[config.mk]
export PLATFORM = sky130hd
export DESIGN_NAME = lpc_synth
export DESIGN_NICKNAME = d
export VERILOG_FILES = /design/src/rtl/lpc_pkg.sv /design/src/rtl/lpc_excitation.sv /design/src/rtl/lpc_synth.sv
export SDC_FILE = /design/constraint.sdc
export NUM_CORES = 2
export LEC_CHECK = 0
export ABC_AREA = 0
export BUFFER_PORTS_ARGS = -buffer_cell sky130_fd_sc_hd__buf_2
export CAP_MARGIN = 15
export CORE_ASPECT_RATIO = 0.75
export CORE_MARGIN = 1.5
export CORE_UTILIZATION = 25
export DETAILED_ROUTE_END_ITERATION = 12
export GPL_ROUTABILITY_DRIVEN = 0
export SYNTH_ARGS = -nofsm -noshare
export SYNTH_HDL_FRONTEND = slang
export SYNTH_HIERARCHICAL = 1
export SYNTH_SLANG_ARGS = --single-unit
[constraint.sdc]
create_clock -name clk -period 22.9 [get_ports clk]
set_input_delay 2.29 -clock clk [delete_from_list [all_inputs] [get_ports clk]]
set_output_delay 2.29 -clock clk [all_outputs]
set_load 0.02 [all_outputs]
[src/rtl/lpc_pkg.sv]
// Shared constants, register map and FSM encoding for the LPC synthesis filter.
package lpc_pkg;

  localparam int unsigned LpcOrder = 10;
  localparam int unsigned LpcFrac  = 12;
  localparam int unsigned NumCoef  = 10;
  localparam int unsigned AccW     = 40;

  localparam logic [15:0] LfsrSeed = 16'hACE1;

  localparam logic [15:0] AddrPitch  = 16'd0;
  localparam logic [15:0] AddrGain   = 16'd1;
  localparam logic [15:0] AddrCtrl   = 16'd2;
  localparam logic [15:0] AddrStatus = 16'd3;

  localparam logic [7:0]  PitchRst = 8'd80;
  localparam logic [7:0]  PitchMin = 8'd2;
  localparam logic [15:0] GainRst  = 16'h8000;

  localparam logic signed [15:0]     PulseAmp = 16'sd8192;
  localparam logic signed [AccW-1:0] SatMax   = AccW'(32767);
  localparam logic signed [AccW-1:0] SatMin   = -AccW'(32768);

  typedef enum logic [2:0] {
    StIdle = 3'd0,
    StExc  = 3'd1,
    StMac  = 3'd2,
    StRnd  = 3'd3,
    StOut  = 3'd4
  } lpc_state_e;

  // Fibonacci LFSR, taps 16,14,13,11, shifting right.
  function automatic logic [15:0] lfsr_next(input logic [15:0] s);
    return {s[0] ^ s[2] ^ s[3] ^ s[5], s[15:1]};
  endfunction

endpackage

[src/rtl/lpc_excitation.sv]
// Excitation source: pitch-period impulse train (voiced) or scaled LFSR noise (unvoiced).
module lpc_excitation
  import lpc_pkg::*;
(
  input  logic               clk,
  input  logic               rst,
  input  logic               i_advance,
  input  logic               i_voiced,
  input  logic [7:0]         i_pitch,
  output logic signed [15:0] o_exc
);

  logic [7:0]  r_cnt;
  logic [15:0] r_lfsr;
  logic [7:0]  w_pitch_eff;

  assign w_pitch_eff = (i_pitch < PitchMin) ? PitchMin : i_pitch;

  // Output reflects the pre-advance state; the caller samples it in the advance cycle.
  always_comb begin
    o_exc = '0;
    if (i_voiced) begin
      if (r_cnt == '0) begin
        o_exc = PulseAmp;
      end
    end else begin
      o_exc = $signed(r_lfsr) >>> 2;
    end
  end

  always_ff @(posedge clk or negedge rst) begin
    if (!rst) begin
      r_cnt  <= '0;
      r_lfsr <= LfsrSeed;
    end else if (i_advance) begin
      r_cnt  <= (r_cnt == '0) ? (w_pitch_eff - 8'd1) : (r_cnt - 8'd1);
      r_lfsr <= lfsr_next(r_lfsr);
    end
  end

endmodule

[src/rtl/lpc_synth.sv]
// All-pole LPC synthesis filter: one excitation sample per accepted d_clk tick, serial MAC
// over ORDER history taps, rounding/saturation, Avalon-MM control/status registers.
module lpc_synth
  import lpc_pkg::*;
#(
  parameter int unsigned ORDER = LpcOrder,  // at most NumCoef
  parameter int unsigned FRAC  = LpcFrac
) (
  input  logic               clk,
  input  logic               rst,
  input  logic               d_clk,
  input  logic               v,
  input  logic               voiced,
  input  logic signed [15:0] A1,
  input  logic signed [15:0] A2,
  input  logic signed [15:0] A3,
  input  logic signed [15:0] A4,
  input  logic signed [15:0] A5,
  input  logic signed [15:0] A6,
  input  logic signed [15:0] A7,
  input  logic signed [15:0] A8,
  input  logic signed [15:0] A9,
  input  logic signed [15:0] A10,
  input  logic               coef_load,
  input  logic [15:0]        address,
  input  logic               read,
  input  logic               write,
  input  logic [15:0]        writedata,
  output logic [15:0]        readdata,
  output logic signed [15:0] y,
  output logic               y_valid
);

  localparam int unsigned KW = (ORDER > 1) ? $clog2(ORDER) : 1;
  localparam logic [KW-1:0] KMax = KW'(ORDER - 1);
  localparam logic signed [AccW-1:0] RndHalf = AccW'(1) <<< (FRAC - 1);

  lpc_state_e r_state, w_state_d;

  logic [1:0] r_sync;
  logic       r_dprev;
  logic       w_tick, w_accept, w_drop, w_busy, w_clr_ack;

  logic signed [15:0] w_a_in [NumCoef];
  logic signed [15:0] r_pend [ORDER];
  logic signed [15:0] r_shad [ORDER];
  logic signed [15:0] r_hist [ORDER];

  logic [KW-1:0]         r_k;
  logic signed [AccW-1:0] r_acc;
  logic signed [15:0]    r_y;
  logic                  r_y_valid;

  logic [7:0]  r_pitch;
  logic [15:0] r_gain;
  logic        r_clr;
  logic        r_ovr;
  logic [15:0] r_rdata, w_rdata;

  logic signed [15:0]     w_exc;
  logic signed [32:0]     w_eprod;
  logic signed [16:0]     w_e;
  logic signed [AccW-1:0] w_acc_init;
  logic signed [31:0]     w_mac_prod;
  logic signed [AccW-1:0] w_rsum, w_rsh;
  logic signed [15:0]     w_y_rnd;

  assign w_a_in[0] = A1;
  assign w_a_in[1] = A2;
  assign w_a_in[2] = A3;
  assign w_a_in[3] = A4;
  assign w_a_in[4] = A5;
  assign w_a_in[5] = A6;
  assign w_a_in[6] = A7;
  assign w_a_in[7] = A8;
  assign w_a_in[8] = A9;
  assign w_a_in[9] = A10;

  // d_clk is asynchronous to clk: two-flop synchronizer then rising-edge detect.
  always_ff @(posedge clk or negedge rst) begin
    if (!rst) begin
      r_sync  <= '0;
      r_dprev <= 1'b0;
    end else begin
      r_sync  <= {r_sync[0], d_clk};
      r_dprev <= r_sync[1];
    end
  end

  assign w_tick    = r_sync[1] & ~r_dprev;
  assign w_busy    = (r_state != StIdle);
  assign w_accept  = w_tick & v & ~w_busy;
  assign w_drop    = w_tick & v & w_busy;
  assign w_clr_ack = r_clr & ~w_busy;

  lpc_excitation u_exc (
    .clk       (clk),
    .rst       (rst),
    .i_advance (r_state == StExc),
    .i_voiced  (voiced),
    .i_pitch   (r_pitch),
    .o_exc     (w_exc)
  );

  always_comb begin
    w_state_d = r_state;
    case (r_state)
      StIdle:  if (w_accept) w_state_d = StExc;
      StExc:   w_state_d = StMac;
      StMac:   if (r_k == KMax) w_state_d = StRnd;
      StRnd:   w_state_d = StOut;
      StOut:   w_state_d = StIdle;
      default: w_state_d = StIdle;
    endcase
  end

  always_comb begin
    w_eprod    = 33'(w_exc) * 33'($signed({1'b0, r_gain}));
    w_e        = 17'(w_eprod >>> 16);
    w_acc_init = AccW'(w_e) <<< FRAC;
    w_mac_prod = 32'(r_shad[r_k]) * 32'(r_hist[r_k]);
    w_rsum     = r_acc + RndHalf;
    w_rsh      = w_rsum >>> FRAC;
    if (w_rsh > SatMax) begin
      w_y_rnd = 16'sh7FFF;
    end else if (w_rsh < SatMin) begin
      w_y_rnd = 16'sh8000;
    end else begin
      w_y_rnd = 16'(w_rsh);
    end
  end

  always_ff @(posedge clk or negedge rst) begin
    if (!rst) begin
      r_state   <= StIdle;
      r_k       <= '0;
      r_acc     <= '0;
      r_y       <= '0;
      r_y_valid <= 1'b0;
      for (int i = 0; i < ORDER; i++) begin
        r_shad[i] <= '0;
        r_hist[i] <= '0;
      end
    end else begin
      r_state   <= w_state_d;
      r_y_valid <= 1'b0;
      case (r_state)
        StIdle: begin
          // Shadow only updates at sample start so a sample never sees mixed coefficients.
          if (w_accept) begin
            for (int i = 0; i < ORDER; i++) r_shad[i] <= r_pend[i];
          end
          if (r_clr) begin
            for (int i = 0; i < ORDER; i++) r_hist[i] <= '0;
          end
        end
        StExc: begin
          r_acc <= w_acc_init;
          r_k   <= '0;
        end
        StMac: begin
          r_acc <= r_acc - AccW'(w_mac_prod);
          r_k   <= (r_k == KMax) ? '0 : (r_k + 1'b1);
        end
        StRnd: begin
          r_y       <= w_y_rnd;
          r_y_valid <= 1'b1;
        end
        StOut: begin
          r_hist[0] <= r_y;
          for (int i = 1; i < ORDER; i++) r_hist[i] <= r_hist[i-1];
        end
        default: ;
      endcase
    end
  end

  always_ff @(posedge clk or negedge rst) begin
    if (!rst) begin
      for (int i = 0; i < ORDER; i++) r_pend[i] <= '0;
    end else if (coef_load) begin
      for (int i = 0; i < ORDER; i++) r_pend[i] <= w_a_in[i];
    end
  end

  always_comb begin
    w_rdata = '0;
    case (address)
      AddrPitch:  w_rdata = {8'h00, r_pitch};
      AddrGain:   w_rdata = r_gain;
      AddrCtrl:   w_rdata = {15'h0000, r_clr};
      AddrStatus: w_rdata = {14'h0000, r_ovr, w_busy};
      default:    w_rdata = '0;
    endcase
  end

  always_ff @(posedge clk or negedge rst) begin
    if (!rst) begin
      r_pitch <= PitchRst;
      r_gain  <= GainRst;
      r_clr   <= 1'b0;
      r_ovr   <= 1'b0;
      r_rdata <= '0;
    end else begin
      if (write && (address == AddrPitch)) r_pitch <= writedata[7:0];
      if (write && (address == AddrGain))  r_gain  <= writedata;
      if (write && (address == AddrCtrl) && writedata[0]) begin
        r_clr <= 1'b1;
      end else if (w_clr_ack) begin
        r_clr <= 1'b0;
      end
      // A fresh overrun outranks a simultaneous write-1-clear.
      if (w_drop) begin
        r_ovr <= 1'b1;
      end else if (write && (address == AddrStatus) && writedata[1]) begin
        r_ovr <= 1'b0;
      end
      if (read) r_rdata <= w_rdata;
    end
  end

  assign readdata = r_rdata;
  assign y        = r_y;
  assign y_valid  = r_y_valid;

endmodule

* Word level (Yosys, flattened, before mapping)
Index checks and enable logic that the tools add are counted.
Storage, ports and cells: bits in registers 613, output and inout bits 33, logic and storage cells 120
Operators by class: add/sub/neg operators 5, multipliers 2, magnitude comparators 4, equality and inequality tests 11, muxes and demuxes 26, bitwise operators 11, reduce and logical (&&, ||, !) cells 17
Operators with widths (number):
- $pmux W160 S2 | 1
- $mux W160 | 1
- $bmux W16 S4 | 2
- $mux W16 | 7
- $pmux W40 S2 | 1
- $pmux W16 S4 | 1
- $add A40 B13 Y40 const B | 1
- $sub A40 B32 Y40 | 1
- $mul A16 B17 Y33 | 1
- $eq A16 B2 Y1 const B | 2
- $mul A16 B16 Y32 | 1
- $gt A28 B16 Y1 const B | 1
- $lt A28 B16 Y1 const B | 1
- $eq A16 B1 Y1 const B | 1
- $logic_not A16 Y1 | 1
- $mux W8 | 2
- $sub A8 B1 Y8 const B | 2
- $mux W14 | 1
- $pmux W3 S4 | 1
- $logic_not A8 Y1 | 1
- $lt A8 B2 Y1 const B | 1
- $pmux W4 S2 | 1
- $reduce_bool A2 Y1 | 4
- $eq A3 B2 Y1 const B | 2
- other kinds (17) | 38

* Logic depth before layout (Yosys ltp)
depth after elaboration 7, depth in mapped cells 32

* Modules after synthesis
The synthesis kept the hierarchy.
Modules (own cells, without submodules):
- lpc_synth | instances 1, cells an instance 4153, area each 45911.5 um^2, sequential area each 14742.9 um^2
- lpc_excitation | instances 1, cells an instance 122, area each 1365.1 um^2, sequential area each 610.6 um^2

* Worst setup path before layout
Ideal clock, no wire load.
path type input-to-reg, from input port voiced, to register r_acc[37], arrival 8.594 ns, path slack 14.175 ns, stages 26, path buffers 2, cells stage by stage clkbuf_1 nor2b_1 clkbuf_1 nand2_1 fa_1 inv_1 fa_1 inv_1 fa_1 inv_1 fa_1 inv_1 fa_1 inv_1 fa_1 ha_1 a21o_1 a21o_1 a21oi_1 o22ai_1 o211ai_1 nand3b_1 a2111oi_0 or3_1 nor2_1 or3_1
On the way: longest elaborated chain between the ends 3
RTL lines:
- from (decl) | line lpc_synth.sv:13 | input logic voiced,
- $mux W16 | line lpc_excitation.sv:22 | if (i_voiced) begin
- named net w_exc[4] | line lpc_synth.sv:60 | logic signed [15:0] w_exc;
- $mul A16 B17 Y33 | line lpc_synth.sv:118 | w_eprod = 33'(w_exc) * 33'($signed({1'b0, r_gain}));
- $pmux W40 S2 | line lpc_synth.sv:147 | case (r_state)
- to (signal assigned) | line lpc_synth.sv:158 | r_acc <= w_acc_init;
- to (signal assigned) | line lpc_synth.sv:162 | r_acc <= r_acc - AccW'(w_mac_prod);
- to (decl) | line lpc_synth.sv:50 | logic signed [AccW-1:0] r_acc;
The timed path passes the listed nets, and every way through them passes these cells. A chain may end at the register's enable or synchronous reset.

* Worst setup path after layout
from register r_k[0], to register r_acc[39]
On the way: longest elaborated chain between the ends 7
RTL lines:
- from (decl) | line lpc_synth.sv:49 | logic [KW-1:0] r_k;
- from (signal assigned) | line lpc_synth.sv:163 | r_k <= (r_k == KMax) ? '0 : (r_k + 1'b1);
- $not A4 Y5 (not written as such) * | line lpc_synth.sv:121 | w_mac_prod = 32'(r_shad[r_k]) * 32'(r_hist[r_k]);
- $bmux W16 S4 | line lpc_synth.sv:121
- $mux W16 (not written as such) (2 in a row) | line lpc_synth.sv:121
- $mul A16 B16 Y32 * | line lpc_synth.sv:121
- $sub A40 B32 Y40 * | line lpc_synth.sv:162
- $pmux W40 S2 * | line lpc_synth.sv:147
Every way passes the cells marked *; elsewhere a longest branch is shown, timed or not. The select of a mux whose other input is x is not followed.

==> flow_summary.ini <==
[status]
status = completed

[setup_path]
critPathMaxStageDelay_ps = 960
required_ps = 23490
worstPathCellList = buf_12 -> mux4_2 -> mux2i_1 -> o22a_1 -> or2_2 -> inv_1 -> fa_1 -> fa_1 -> fa_1 -> fa_1 -> inv_1 -> fa_1 -> inv_1 -> fa_1 -> inv_1 -> ha_1 -> and2_1 -> nand3_1 -> o21ai_0 -> a21oi_1 -> o41ai_2 -> or4_1 -> o211ai_1
path_delay_family = adder cells
cp_num_buf_inv = 5
worst_setup_path_end_kind = flop
critPathArrivalTime_ps = 10190
crit_type = reg2reg
crit_top_cell = fa_1
critPathSlowestCell = fa_1
start_kind = flop
cp_max_fo = 77

[die]
die_area_mm2 = 0.1918
rows = 138
start_util = 0.2512
dieWidth_um = 505.1
fp.coreArea_mm2 = 0.1882
die_y_um = 379.6
io_pins = 233

[yosys]
synth_cells = 4275
yosys.area.top_type = dfrtp_1
ys_warn_count = 6
synth.avg_cell_area_um2 = 11.06
synth_enable_flop_cells = 0
netlist_top_cells_area = dfrtp_1, fa_1, mux2_2, ha_1, inv_1
syn_nets = 5238
synth_area_mm2 = 0.04728
ys_ff_latch = 613
ys_seq_area_frac = 0.3248
synth_cell_types = 79
ys.flop_type = dfrtp_1
synthArstFlopShare = 1.000
synth_top_area_frac = 0.3186

[clock_tree]
insertion_delay_ps = 690
clk_pin_slew_ps = 60
hold_buffers = 0
cts_tree = done
numCtsBuffers = 70
h-tree-depth = 3
postCtsSetupBuffers = 0
ctsRootBufferMaster = clkbuf_16
cts_resized = 0
cts.sinks = 613
clock_path_buffers = 3

[placed_design]
post-place-ws_ps = 12910
hpwlAfterDp_um = 90730
io_buffers = 232

[sta]
fmax_ghz = 0.1042
fin_crit_ps = 9597
setup-tns-final_ps = 0
hold_slack_ps = 366.7
tightestPinTransition_ps = 1241
final-setup-viol-count = 0
finalCritPeriodShare = 0.4191
hold_viol_final = 0
report.final.slew_viol_count = 0
rsz0062_at_grt = false
finClkSkew_ps = 54.74
maxSlewHeadroom = 0.1726
setup_slack_ps = 13300

[layout]
final_cell_mix = inv_1, dfrtp_1, fa_1
final_util = 0.2858
finalNetCount = 5396
seq_area_mm2 = 0.01536
multi_input_area_mm2 = 0.02843
mostFrequentLayoutCell = inv_1
area_delta_synth_final_pct = 13.77
drive_gt1_frac = 0.1993
num-fill-cells = 19520

[routing]
drc_errors = 0
drtPass1Iterations = 6
num_vias = 31680
ant_nets = 0
drt-initial-drc-count = 2323
wl_um = 119600
vias_per_cell = 4.519
wire_per_inst_um = 17.06

[job]
cap_viol_max_count = 0

[global_route]
grt_pass1_vias = 33530
grt_util_all_layers = 0.1269
antenna_found_initial = 8
gr-total-overflow = 0
grt_pass1_wl_um = 192400
grt_max_degree = 118

[hold_path]
worstHoldPathType = reg2reg
cells by family after synthesis:
group / Yosys count / synth area share
XOR/XNOR: 84 / 0.01556
adder cells (fa/ha/maj): 763 / 0.2870
AO/OA/AOI/OAI: 534 / 0.08196
multiplexers: 503 / 0.1327
AND/OR/NAND/NOR: 848 / 0.08318
flip-flops: 613 / 0.3248
buffers and inverters: 930 / 0.07482
metrics by stage:
stage	cells	instance area, µm²
final	7010	53790
after detailed placement	6874	51250
after CTS	6999	53710
after global routing	7009	53780
after floorplan	4275	47280
after global placement	6871	51220
flip-flops by register name, indices dropped and copies added, names as in the netlist, 3 cells and up:
name	count
r_shad	160
r_acc	40
readdata	16
u_exc/r_cnt	8
u_exc/r_lfsr	16
r_gain	16
r_state	3
r_pend	160
r_pitch	8
r_k	4
y	16
r_hist	160
layout make-up:
class	instances	share of cell area
clock inverters	31	0.008677
diodes	4	0.0001861
flip-flops and latches	613	0.2856
clock buffers	94	0.03706
inverters	727	0.05074
multi-input cells	2732	0.5286
well taps	2520	0.05862
repair buffers	289	0.03050
cell usage after synthesis, types with 9 or more instances:
cell	count
inv_1	726
dfrtp_1	602
fa_1	536
mux2_2	369
nand2_1	339
ha_1	227
nor2_1	209
clkbuf_1	168
a22o_1	161
and2_1	100
a21oi_1	90
o21ai_0	81
mux2i_1	72
mux4_2	62
xnor2_1	61
nand3_1	35
a21o_1	33
nor2b_1	29
o22ai_1	26
o22a_1	25
xor2_1	23
nor3_1	21
nand2b_1	19
buf_1	17
o211ai_1	17
or2_2	17
a31oi_1	16
and3_1	16
nand4_1	16
buf_2	13
dfstp_2	11
nor4_1	11
o21a_1	10
a211oi_1	9
worst paths after layout:
path                                   to      start  cells past startpoint  slack (ps)
max                             r_acc[39]     r_k[0]                     23       13300
min                             r_sync[1]  r_sync[0]                      0         370
max reg2reg                     r_acc[39]     r_k[0]                     23       13300
min reg2reg                     r_sync[1]  r_sync[0]                      0         370
max in group asynchronous  u_exc/r_cnt[2]        rst                      3       18820
min in group asynchronous      r_pend[82]        rst                      1        1680
worst reg2reg max path, delay by kind of cell, from the launching register on:
family                   cells  cell delay, ps
adder cells (fa/ha/maj)      7            4270
AO/OA/AOI/OAI                5            1510
AND/OR/NAND/NOR              4            1210
buffers and inverters        5             890
flip-flops                   1             860
multiplexers                 2             800
per-layer routing:
layer	vias up	global-route usage	routed length (µm)
li1	14300	-	-
met1	16440	0.1757	54380
met2	802	0.1963	54190
met3	133	0.03258	8451
met4	0	0.03244	2566
met5	-	0	0
Power is not shown: default switching activity piles up to over one toggle a cycle in this logic, so the estimate is an artifact.
